### src/rtl/vend_dispenser.sv
// Vend output sequencer: one order -> item, then 10-coin, then 5-coin pulses, each held until act_ack.
// First pulse/done one cycle after accept; req_ready only in IDLE (no queueing); missing ack latches fault.
module vend_dispenser #(
  parameter int GAP_CYCLES = 2,
  parameter int TIMEOUT    = 255
) (
  input  logic       clk,
  input  logic       reset,
  input  logic       req_valid,
  output logic       req_ready,
  input  logic [2:0] req_items,
  input  logic [3:0] req_change,
  output logic       item_pulse,
  output logic       coin10_pulse,
  output logic       coin5_pulse,
  input  logic       act_ack,
  output logic       busy,
  output logic       done,
  output logic [2:0] resid,
  output logic       fault
);
  localparam int TW = $clog2(TIMEOUT + 1);
  localparam int GW = $clog2(GAP_CYCLES + 1);

  typedef enum logic [3:0] {
    IDLE, ITEM, ITEM_GAP, C10, C10_GAP, C5, C5_GAP, DONE, FAULT
  } state_t;

  state_t        state, state_n;
  logic [2:0]    n_items, n_items_n;
  logic          n10, n10_n, n5, n5_n;
  logic [2:0]    resid_n;
  logic [TW-1:0] tcnt, tcnt_n;
  logic [GW-1:0] gcnt, gcnt_n;
  logic [3:0]    rem;
  logic          timeout_hit, gap_end;
  logic          req_ready_n, item_n, c10_n, c5_n, busy_n, done_n, fault_n;

  // Stage priority: items, then tens, then fives; nothing left means the order is done.
  function automatic state_t first_stage(logic [2:0] items, logic tens, logic fives);
    state_t s;
    if (items != 3'd0)  s = ITEM;
    else if (tens)      s = C10;
    else if (fives)     s = C5;
    else                s = DONE;
    return s;
  endfunction

  assign timeout_hit = (tcnt == TW'(TIMEOUT - 1));
  assign gap_end     = (gcnt == GW'(GAP_CYCLES - 1));

  always_comb begin
    state_n   = state;
    n_items_n = n_items;
    n10_n     = n10;
    n5_n      = n5;
    resid_n   = resid;
    tcnt_n    = tcnt;
    gcnt_n    = gcnt;
    rem       = (req_change >= 4'd10) ? req_change - 4'd10 : req_change;
    unique case (state)
      IDLE: begin
        if (req_valid) begin
          n_items_n = req_items;
          n10_n     = (req_change >= 4'd10);
          n5_n      = (rem >= 4'd5);
          resid_n   = 3'((rem >= 4'd5) ? rem - 4'd5 : rem);
          state_n   = first_stage(req_items, n10_n, n5_n);
        end
      end
      // Ack beats timeout when both land on the same edge.
      ITEM: begin
        tcnt_n = tcnt + 1'b1;
        if (act_ack) begin
          n_items_n = n_items - 3'd1;
          tcnt_n    = '0;
          state_n   = ITEM_GAP;
        end else if (timeout_hit) begin
          state_n = FAULT;
        end
      end
      C10: begin
        tcnt_n = tcnt + 1'b1;
        if (act_ack) begin
          n10_n   = 1'b0;
          tcnt_n  = '0;
          state_n = C10_GAP;
        end else if (timeout_hit) begin
          state_n = FAULT;
        end
      end
      C5: begin
        tcnt_n = tcnt + 1'b1;
        if (act_ack) begin
          n5_n    = 1'b0;
          tcnt_n  = '0;
          state_n = C5_GAP;
        end else if (timeout_hit) begin
          state_n = FAULT;
        end
      end
      ITEM_GAP, C10_GAP, C5_GAP: begin
        gcnt_n = gcnt + 1'b1;
        if (gap_end) begin
          gcnt_n = '0;
          case (state)
            ITEM_GAP: state_n = first_stage(n_items, n10, n5);
            C10_GAP:  state_n = first_stage(3'd0, n10, n5);
            default:  state_n = first_stage(3'd0, 1'b0, n5);
          endcase
        end
      end
      DONE:    state_n = IDLE;
      FAULT:   state_n = FAULT;
      default: state_n = IDLE;
    endcase

    req_ready_n = (state_n == IDLE);
    item_n      = (state_n == ITEM);
    c10_n       = (state_n == C10);
    c5_n        = (state_n == C5);
    busy_n      = !((state_n == IDLE) || (state_n == DONE) || (state_n == FAULT));
    done_n      = (state_n == DONE);
    fault_n     = (state_n == FAULT);
  end

  always_ff @(posedge clk) begin
    if (reset) begin
      state        <= IDLE;
      n_items      <= '0;
      n10          <= 1'b0;
      n5           <= 1'b0;
      resid        <= '0;
      tcnt         <= '0;
      gcnt         <= '0;
      req_ready    <= 1'b1;
      item_pulse   <= 1'b0;
      coin10_pulse <= 1'b0;
      coin5_pulse  <= 1'b0;
      busy         <= 1'b0;
      done         <= 1'b0;
      fault        <= 1'b0;
    end else begin
      state        <= state_n;
      n_items      <= n_items_n;
      n10          <= n10_n;
      n5           <= n5_n;
      resid        <= resid_n;
      tcnt         <= tcnt_n;
      gcnt         <= gcnt_n;
      req_ready    <= req_ready_n;
      item_pulse   <= item_n;
      coin10_pulse <= c10_n;
      coin5_pulse  <= c5_n;
      busy         <= busy_n;
      done         <= done_n;
      fault        <= fault_n;
    end
  end
endmodule

### config.mk
export PLATFORM = sky130hd
export DESIGN_NAME = vend_dispenser
export DESIGN_NICKNAME = d
export VERILOG_FILES = /design/src/rtl/vend_dispenser.sv
export SDC_FILE = /design/constraint.sdc
export NUM_CORES = 1
export LEC_CHECK = 0
export ABC_AREA = 1
export CAP_MARGIN = 10
export CORE_ASPECT_RATIO = 1.2
export CORE_MARGIN = 3
export CORE_UTILIZATION = 50
export DETAILED_ROUTE_END_ITERATION = 12
export PLACE_DENSITY = 0.84
export RECOVER_POWER = 25
export SYNTH_ARGS = -nofsm -noshare
export SYNTH_HDL_FRONTEND = slang
export SYNTH_SLANG_ARGS = --single-unit
### constraint.sdc
create_clock -name clk -period 3 [get_ports clk]
set_clock_uncertainty 0.1 [all_clocks]
set_input_delay 0.9 -clock clk [delete_from_list [all_inputs] [get_ports clk]]
set_output_delay 0.9 -clock clk [all_outputs]
set_load 0.005 [all_outputs]
==> results.json, run 1 <==
{
  "hpwl_mm": 2.55,
  "cp.required_ns": 3.13,
  "seq_area_um2": 581,
  "finalSetupViolCount": 0,
  "yosysWarnings": 0,
  "nets": 279,
  "multi_input_area_um2": 892,
  "die_area_um2": 4020,
  "cts_resized": 0,
  "start_util_pct": 52.9,
  "reg2reg_depth": 10,
  "power_density_nw_per_um2": 574,
  "min_from": "gcnt[1]",
  "yosysTopAreaCellShare_pct": 35.3,
  "synth_seq_cells": 29,
  "pwr-share-clk_pct": 28.8,
  "grt_pass1_vias": 1377,
  "ctsRootBufferMaster": "clkbuf_4",
  "max_freq_ghz": 0.373,
  "sw_frac_of_total_pct": 31.9,
  "hold_path_depth": 2,
  "hold_viol": 0,
  "clkLatencyLatePin_ns": 0.32,
  "finalCriticalPeriod_ns": 2.68,
  "vias_per_cell": 4.94,
  "drc": 0,
  "grt_pass1_wl_mm": 5.62,
  "htree_levels": 2,
  "combPwrFrac_pct": 30.7,
  "pre_cts_slack_ns": 0.00228,
  "postLayoutCellArea_um2": 1990,
  "tritoncts": "done",
  "timing.hold.ws_ns": 0.335,
  "yosys.area.top_type": "dfxtp_1",
  "antenna_cells": 0,
  "drt-total-wl_mm": 3.21,
  "p_int_mw": 0.777,
  "worstPathArrival_ns": 2.81,
  "detailed_place.area_um2": 1930,
  "dr.pass1.iters": 4,
  "coreArea_um2": 3110,
  "reg2reg_slack_ns": 0.86,
  "syn_to_final_growth_pct": 20.9,
  "synth_cell_types": 28,
  "io_pins": 21,
  "clock-sinks": 29,
  "gp_congestion": 0.863,
  "finalPower_mw": 1.14,
  "drive_above_1_share_pct": 16.0,
  "syn_nets": 247,
  "crit_fanout": 3,
  "fin_util_pct": 63.9,
  "avgSynthCellArea_um2": 7.18,
  "dp.cells": 290,
  "grt_start_max_net_pins": 10,
  "worstSetupStartpoint": "req_change[2]",
  "place.port_buffers": 20,
  "vias": 1473,
  "leakage_nw": 0.876,
  "r2r-end": "item_pulse",
  "layout_setup_ws_ns": 0.320,
  "maxSlewViolCount": 0,
  "synthCells": 229,
  "drt-initial-drc-count": 19,
  "fin_cells": 298,
  "worst_hold_path_type": "flip-flop to flip-flop",
  "startpoint_type": "input port",
  "setup_tns_ns": 0,
  "cts_setup_buffers": 0,
  "ir_drop_mv": 0.431,
  "period_share_pct": 89.3,
  "clock_path_buffers": 2,
  "die_h_um": 68.8,
  "drv_cap": 0,
  "outcome": "completed",
  "grt_use_total_pct": 18.2,
  "slew_headroom_pct": 73.4,
  "r2r_start": "state[1]",
  "netlist_area_um2": 1640,
  "die_w_um": 58.3,
  "criticalPathCategory": "input port to flip-flop",
  "wl_per_cell_um": 10.8,
  "ys_seq_area_share_pct": 35.3,
  "path_clk_slew_ns": 0.09,
  "antenna_found_initial": 0,
  "p_sw_mw": 0.363,
  "tightest_slew_ns": 0.399,
  "grt_overflow": 0,
  "drtAntennaViolNets": 0,
  "hold_path_end": "gcnt[1]",
  "ys_top_cells_by_area": "dfxtp_1 (35%), nand2_1 (9.6%), inv_1 (7.5%), a21oi_1 (5.5%), nor2_1 (5.5%)",
  "seqPwrFrac_pct": 40.5,
  "final.fill_count": 276,
  "cts-buffers-inserted": 5,
  "rows": 22,
  "cp-end-kind": "flip-flop",
  "postCtsHoldBufs": 0,
  "rsz0062_at_grt": "no"
}
[cell type report]
cell class                 instances  area share, %
clock buffer                       7           2.77
inverter                          37           7.05
clock inverter                     1           1.51
sequential                        29           29.2
timing repair buffer              26           12.3
tap                               36           2.27
multi-input combinational        162           44.9
[critical path, cell delays in order]
cell             delay, ns
clkdlybuf4s50_1       0.44
o21ai_0               0.23
inv_1                 0.09
nand2_1               0.06
o21ai_0               0.07
inv_1                 0.09
ha_1                  0.14
inv_1                 0.03
nand2_1               0.04
nand3_1               0.07
nand2_1               0.10
a21oi_2               0.06
nor2_2                0.18
nand3_1               0.12
o21bai_2              0.15
nor2_1                0.05
[flip-flops by register name, indices dropped and copies added, names as in the netlist]
| signal | cells |
|---|---|
| busy | 1 |
| coin10_pulse | 1 |
| coin5_pulse | 1 |
| done | 1 |
| fault | 1 |
| gcnt | 2 |
| item_pulse | 1 |
| n10 | 1 |
| n5 | 1 |
| n_items | 3 |
| req_ready | 1 |
| resid | 3 |
| state | 4 |
| tcnt | 8 |
[synthesized netlist by cell type, drive strengths merged]
cell / instances
inv: 37
o21ai: 18
o211ai: 4
nor3: 5
xnor2: 2
xor2: 1
nand2: 49
nor2: 35
ha: 7
a21oi: 21
a211oi: 2
and3: 1
dfxtp: 29
clkbuf: 1
nand3: 15
o21bai: 2
[power groups by stage]
stage | sequential, mW | combinational, mW | clock (mW)
floorplan | 0.468 | 0.252 | 0
global placement | 0.470 | 0.359 | 0
detailed placement | 0.471 | 0.364 | 0
CTS | 0.462 | 0.367 | 0.337
global route | 0.469 | 0.400 | 0.354
finish | 0.462 | 0.351 | 0.328
[cells in the final DEF, fill, tap and decap left out, types with 2 or more instances in the layout]
master and n:
nor3_2 3, dfxtp_1 29, nand2_2 5, nor2_2 7, o21ai_1 6, nand3_1 12, xnor2_1 2, a21oi_2 2
buf_4 6, clkdlybuf4s50_1 19, nand3_2 3, nor2_1 26, nand2_1 42, clkbuf_4 5, a21oi_1 19, nor3_1 2
nor2_4 2, inv_1 33, nand2_4 2, o211ai_1 4, ha_1 7, o21ai_0 12, a211oi_1 2, inv_2 3
[layer usage]
| metal | part of all wire, % | up-vias | track usage [%] |
|---|---|---|---|
| li1 | - | 799 | - |
| met1 | 45 | 650 | 20.2 |
| met2 | 49 | 15 | 31.3 |
| met3 | 2.9 | 9 | 4.84 |
| met4 | 2.8 | 0 | 10.7 |
| met5 | 0 | - | 0 |
[cell families after synthesis]
family / share of synthesized area (%)
and+or+nand+nor: 32.5
buffers and inverters: 8.83
adders and majority gates: 5.33
DFF: 35.3
xor gates and xnor gates: 1.60
AOI/OAI and AO/OA: 16.4
[worst max-delay path by stage]
stage | end | slack [ns] | cells after the start
final | busy | 0.32 | 16
after global placement | busy | 0.03 | 16
after CTS | busy | 0.35 | 16
after floorplan | busy | 0.44 | 15
after global routing | busy | 0.11 | 16
after detailed placement | busy | 0.002 | 16
Power figures use the tool's default switching activity.
==> run 2, diff against run 1 <==
--- a/config.mk
+++ b/config.mk
@@ -11,6 +11,7 @@
 export CORE_MARGIN = 3
 export CORE_UTILIZATION = 50
 export DETAILED_ROUTE_END_ITERATION = 12
+export MAX_ROUTING_LAYER = met4
 export PLACE_DENSITY = 0.84
 export RECOVER_POWER = 25
 export SYNTH_ARGS = -nofsm -noshare
==> run 2 against run 1 <==
Non-clock buffer count is the same. Sequential share of layout area is the same. Cell count is the same. Fmax is essentially flat. Sequential power is essentially flat. Worst hold slack is essentially flat. Flip-flop and latch count is the same. Die area is the same. Highest routed layer unchanged.
==> results.json, run 2 (synthesized netlist as in run 1, its figures left out) <==
{
  "grt_start_max_net_pins": 10,
  "power_density_nw_per_um2": 573,
  "drc": 0,
  "slew_headroom_pct": 73.4,
  "cts-buffers-inserted": 5,
  "layout_common_cells": "nand2_1 (42), inv_1 (33), dfxtp_1 (29), nor2_1 (26)",
  "tritoncts": "done",
  "start_util_pct": 52.9,
  "clock-sinks": 29,
  "wl_per_cell_um": 10.8,
  "syn_to_final_growth_pct": 20.9,
  "dp.cells": 290,
  "worstPathArrival_ns": 2.81,
  "outcome": "completed",
  "clkLatencyLatePin_ns": 0.32,
  "cp_num_cells": 16,
  "place.port_buffers": 20,
  "fin_cells": 298,
  "reg2reg_depth": 10,
  "r2r_start": "state[1]",
  "worst_hold_path_type": "flip-flop to flip-flop",
  "rows": 22,
  "io_pins": 21,
  "ir_drop_mv": 0.431,
  "largest_reg_flops": 8,
  "cts_setup_buffers": 0,
  "grtUsageMet1_pct": 20.1,
  "drv_cap": 0,
  "grt_pass1_wl_mm": 5.61,
  "top_usage_layer": "met2",
  "top_register": "tcnt",
  "drive_above_1_share_pct": 16.0,
  "worstSetupStartpoint": "req_change[2]",
  "mostFrequentLayoutCell": "nand2_1",
  "max_stage_delay_ns": 0.44,
  "die_w_um": 58.3,
  "tightest_slew_ns": 0.399,
  "clock_path_buffers": 2,
  "cp.required_ns": 3.13,
  "nets": 279,
  "gp_congestion": 0.877,
  "min_from": "gcnt[1]",
  "path_clk_slew_ns": 0.09,
  "crit_fanout": 3,
  "cts_resized": 0,
  "critPathTopFamily": "buffers and inverters",
  "die_area_um2": 4020,
  "maxSlewViolCount": 0,
  "hold_path_depth": 2,
  "rsz0062_at_grt": "no",
  "finalCriticalPeriod_ns": 2.68,
  "grt_pass1_vias": 1381,
  "use_met2_pct": 31.3,
  "top_regs": "tcnt (8), state (4)",
  "htree_levels": 2,
  "die_h_um": 68.8,
  "antenna_cells": 0,
  "cp-end-kind": "flip-flop",
  "hold_viol": 0,
  "drtAntennaViolNets": 0,
  "startpoint_type": "input port",
  "setup_tns_ns": 0,
  "finalSetupViolCount": 0,
  "postCtsHoldBufs": 0,
  "crit_buf_inv": 4,
  "period_share_pct": 89.3,
  "grt_overflow": 0,
  "max_freq_ghz": 0.373,
  "drt-total-wl_mm": 3.21,
  "coreArea_um2": 3110,
  "hpwl_mm": 2.55,
  "criticalPathCategory": "input port to flip-flop",
  "dr.pass1.iters": 4,
  "vias": 1463,
  "cp_slowest_cell": "clkdlybuf4s50_1",
  "ctsRootBufferMaster": "clkbuf_4",
  "vias_per_cell": 4.91,
  "antenna_found_initial": 0,
  "drt-initial-drc-count": 19,
  "met3_usage_pct": 4.84,
  "leakage_nw": 0.876,
  "grt_use_total_pct": 18.7,
  "path_cells": "clkdlybuf4s50_1 -> o21ai_0 -> inv_1 -> nand2_1 -> o21ai_0 -> inv_1 -> ha_1 -> inv_1 -> nand2_1 -> nand3_1 -> nand2_1 -> a21oi_2 -> nor2_2 -> nand3_1 -> o21bai_2 -> nor2_1"
}
run 2: cell counts in the layout (fill, tap and decap cells not counted):
No cell type changed its count.
run 2: cell type report:
type                       count  area [um^2]
tap                           36         45.0
sequential                    29          581
inverter                      37          140
clock buffer                   7         55.1
clock inverter                 1         30.0
multi-input combinational    162          892
timing repair buffer          26          245
fill                         276         1120
run 2: metal layers:
layer / vias to the layer above / routed length (um)
li1: 798 / -
met1: 643 / 1440
met2: 13 / 1590
met3: 9 / 88
met4: 0 / 90
met5: - / 0
run 2: metrics by stage:
step / power, mW / util [%] / area [um^2] / hold slack, ns / worst slack [ns]
6_report: 1.14 / 63.9 / 1990 / 0.335 / 0.320
4_1_cts: 1.17 / 64.8 / 2020 / 0.342 / 0.352
3_3_place_gp: 0.829 / 62.1 / 1930 / 0.316 / 0.0263
3_5_place_dp: 0.835 / 62.1 / 1930 / 0.328 / 0.00228
2_1_floorplan: 0.720 / - / 1640 / 0.309 / 0.436
5_1_grt: 1.22 / 63.9 / 1990 / 0.396 / 0.109
run 2: power breakdown:
group	switching, mW	internal, mW
combinational	0.204	0.147
clock	0.129	0.199
sequential	0.0306	0.431
run 2: final timing paths:
path,end,slack [ns]
worst min-delay path,gcnt[1],0.34
worst max register to register,item_pulse,0.86
worst max-delay path,busy,0.32
worst min register to register,gcnt[1],0.34
run 2: tightest hold or removal path: cells and delay by family (launching register included):
family                 cells  cell delay (ns)
flip-flops                 1             0.32
buffers and inverters      1             0.05
AND/OR/NAND/NOR            1             0.03
==> run 3, diff against run 2 <==
--- a/config.mk
+++ b/config.mk
@@ -11,9 +11,9 @@
 export CORE_MARGIN = 3
 export CORE_UTILIZATION = 50
 export DETAILED_ROUTE_END_ITERATION = 12
-export MAX_ROUTING_LAYER = met4
 export PLACE_DENSITY = 0.84
 export RECOVER_POWER = 25
+export REMOVE_ABC_BUFFERS = 1
 export SYNTH_ARGS = -nofsm -noshare
 export SYNTH_HDL_FRONTEND = slang
 export SYNTH_SLANG_ARGS = --single-unit
==> run 3 against run 2 <==
First-iteration DRC count up 120%. Worst hold slack better by 0.0018 ns. Flip-flop and latch count unchanged. Cell area up 0.82%. Wire length about the same. Fmax down 0.88%. Non-clock buffer count unchanged. Count of clock-buffer cells in the layout unchanged. Largest power group unchanged.
==> results.json, run 3 (synthesized netlist as in run 1, its figures left out) <==
{
  "io_pins": 21,
  "antenna_found_initial": 0,
  "drc": 0,
  "place.port_buffers": 20,
  "top_regs": "tcnt (8), state (4)",
  "cts_setup_buffers": 0,
  "start_util_pct": 52.9,
  "drv_cap": 0,
  "tritoncts": "done",
  "largest_reg_flops": 8,
  "detailed_place.area_um2": 1930,
  "period_share_pct": 90.1,
  "hpwl_mm": 2.60,
  "ctsRootBufferMaster": "clkbuf_4",
  "max_freq_ghz": 0.370,
  "grt_overflow": 0,
  "die_w_um": 58.3,
  "gp_congestion": 0.847,
  "cts_resized": 0,
  "clock_path_buffers": 2,
  "syn_to_final_growth_pct": 21.9,
  "cp.required_ns": 3.13,
  "dr.pass1.iters": 4,
  "finalSetupViolCount": 0,
  "postLayoutCellArea_um2": 2000,
  "die_area_um2": 4020,
  "final.fill_count": 283,
  "htree_levels": 2,
  "die_h_um": 68.8,
  "rows": 22,
  "worstPathArrival_ns": 2.84,
  "fin_cells": 298,
  "outcome": "completed",
  "vias_per_cell": 4.95,
  "drt-total-wl_mm": 3.21,
  "tightest_slew_ns": 0.434,
  "worst_hold_path_type": "flip-flop to flip-flop",
  "vias": 1474,
  "coreArea_um2": 3110,
  "slew_headroom_pct": 71.1,
  "criticalPathCategory": "input port to flip-flop",
  "dp.cells": 290,
  "finalCriticalPeriod_ns": 2.70,
  "rsz0062_at_grt": "no",
  "wl_per_cell_um": 10.8,
  "crit_fanout": 3,
  "startpoint_type": "input port",
  "nets": 279,
  "pre_cts_slack_ns": -0.0611,
  "grt_use_total_pct": 18.5,
  "drive_above_1_share_pct": 16.8,
  "mostFrequentLayoutCell": "nand2_1",
  "leakage_nw": 0.886,
  "postCtsHoldBufs": 0,
  "drtAntennaViolNets": 0,
  "antenna_cells": 0,
  "layout_common_cells": "nand2_1 (42), inv_1 (33), dfxtp_1 (29), nor2_1 (25), a21oi_1 (19)",
  "power_density_nw_per_um2": 573,
  "cts-buffers-inserted": 5,
  "grt_start_max_net_pins": 11,
  "drt-initial-drc-count": 42,
  "grt_pass1_vias": 1383,
  "path_clk_slew_ns": 0.09,
  "clkLatencyLatePin_ns": 0.33,
  "top_register": "tcnt",
  "ir_drop_mv": 0.425,
  "grt_pass1_wl_mm": 5.65,
  "layout_setup_ws_ns": 0.296,
  "cp-end-kind": "flip-flop",
  "timing.hold.ws_ns": 0.337,
  "hold_viol": 0,
  "clock-sinks": 29,
  "maxSlewViolCount": 0
}
[run 3: changes by cell type in the layout (fill, tap and decap cells not counted), sizes merged]
cell           change
dlygate4sd3        +1
inv                +1
clkinvlp           -1
clkdlybuf4s50      -1
[run 3: through the flow]
stage / setup TNS [ns] / util [%] / power, mW
after global placement: 0 / 62.1 / 0.829
after detailed placement: -0.0882 / 62.1 / 0.836
after global routing: 0 / 64.4 / 1.24
after CTS: 0 / 64.8 / 1.17
final: 0 / 64.4 / 1.15
after floorplan: 0 / - / 0.718
[run 3: worst paths after layout]
check                           endpoint  cells after the start          start  slack [ns]
worst min-delay path             gcnt[1]                      2        gcnt[1]        0.34
worst min register to register   gcnt[1]                      2        gcnt[1]        0.34
worst max-delay path                busy                     16  req_change[2]        0.30
worst max register to register      busy                      9       state[3]        1.16
[run 3: critical path: stages]
cell	delay [ns]
clkdlybuf4s50_1	0.43
o21ai_0	0.23
inv_1	0.08
nand2_1	0.06
o21ai_0	0.08
inv_1	0.10
ha_1	0.15
inv_1	0.04
nand2_1	0.04
nand3_1	0.07
nand2_1	0.10
a21oi_2	0.06
nor2_2	0.18
nand3_1	0.12
o21bai_2	0.14
nor2_1	0.05
[run 3: layout make-up]
type / count / area (um^2) / share of cell area [%]
clock buffers: 7 / 55.1 / 2.75
clock inverters: 1 / 30.0 / 1.50
inverters: 37 / 141 / 7.05
multi-input cells: 162 / 907 / 45.3
flip-flops and latches: 29 / 581 / 29.0
well taps: 36 / 45.0 / 2.25
repair buffers: 26 / 245 / 12.2
[run 3: power breakdown]
part	internal (mW)	total, mW	leakage (nW)	switching [mW]
registers	0.431	0.460	0.237	0.0289
logic	0.150	0.359	0.604	0.209
clock network	0.199	0.329	0.0455	0.131
total	0.780	1.15	0.886	0.368
[run 3: layer usage]
metal | up-vias | share of wire, % | global-route usage [%]
met2 | 13 | 51 | 32.4
met5 | - | 0 | 0
met1 | 650 | 44 | 21.1
met4 | 0 | 2.0 | 7.54
met3 | 7 | 3.0 | 5.03
li1 | 804 | - | -
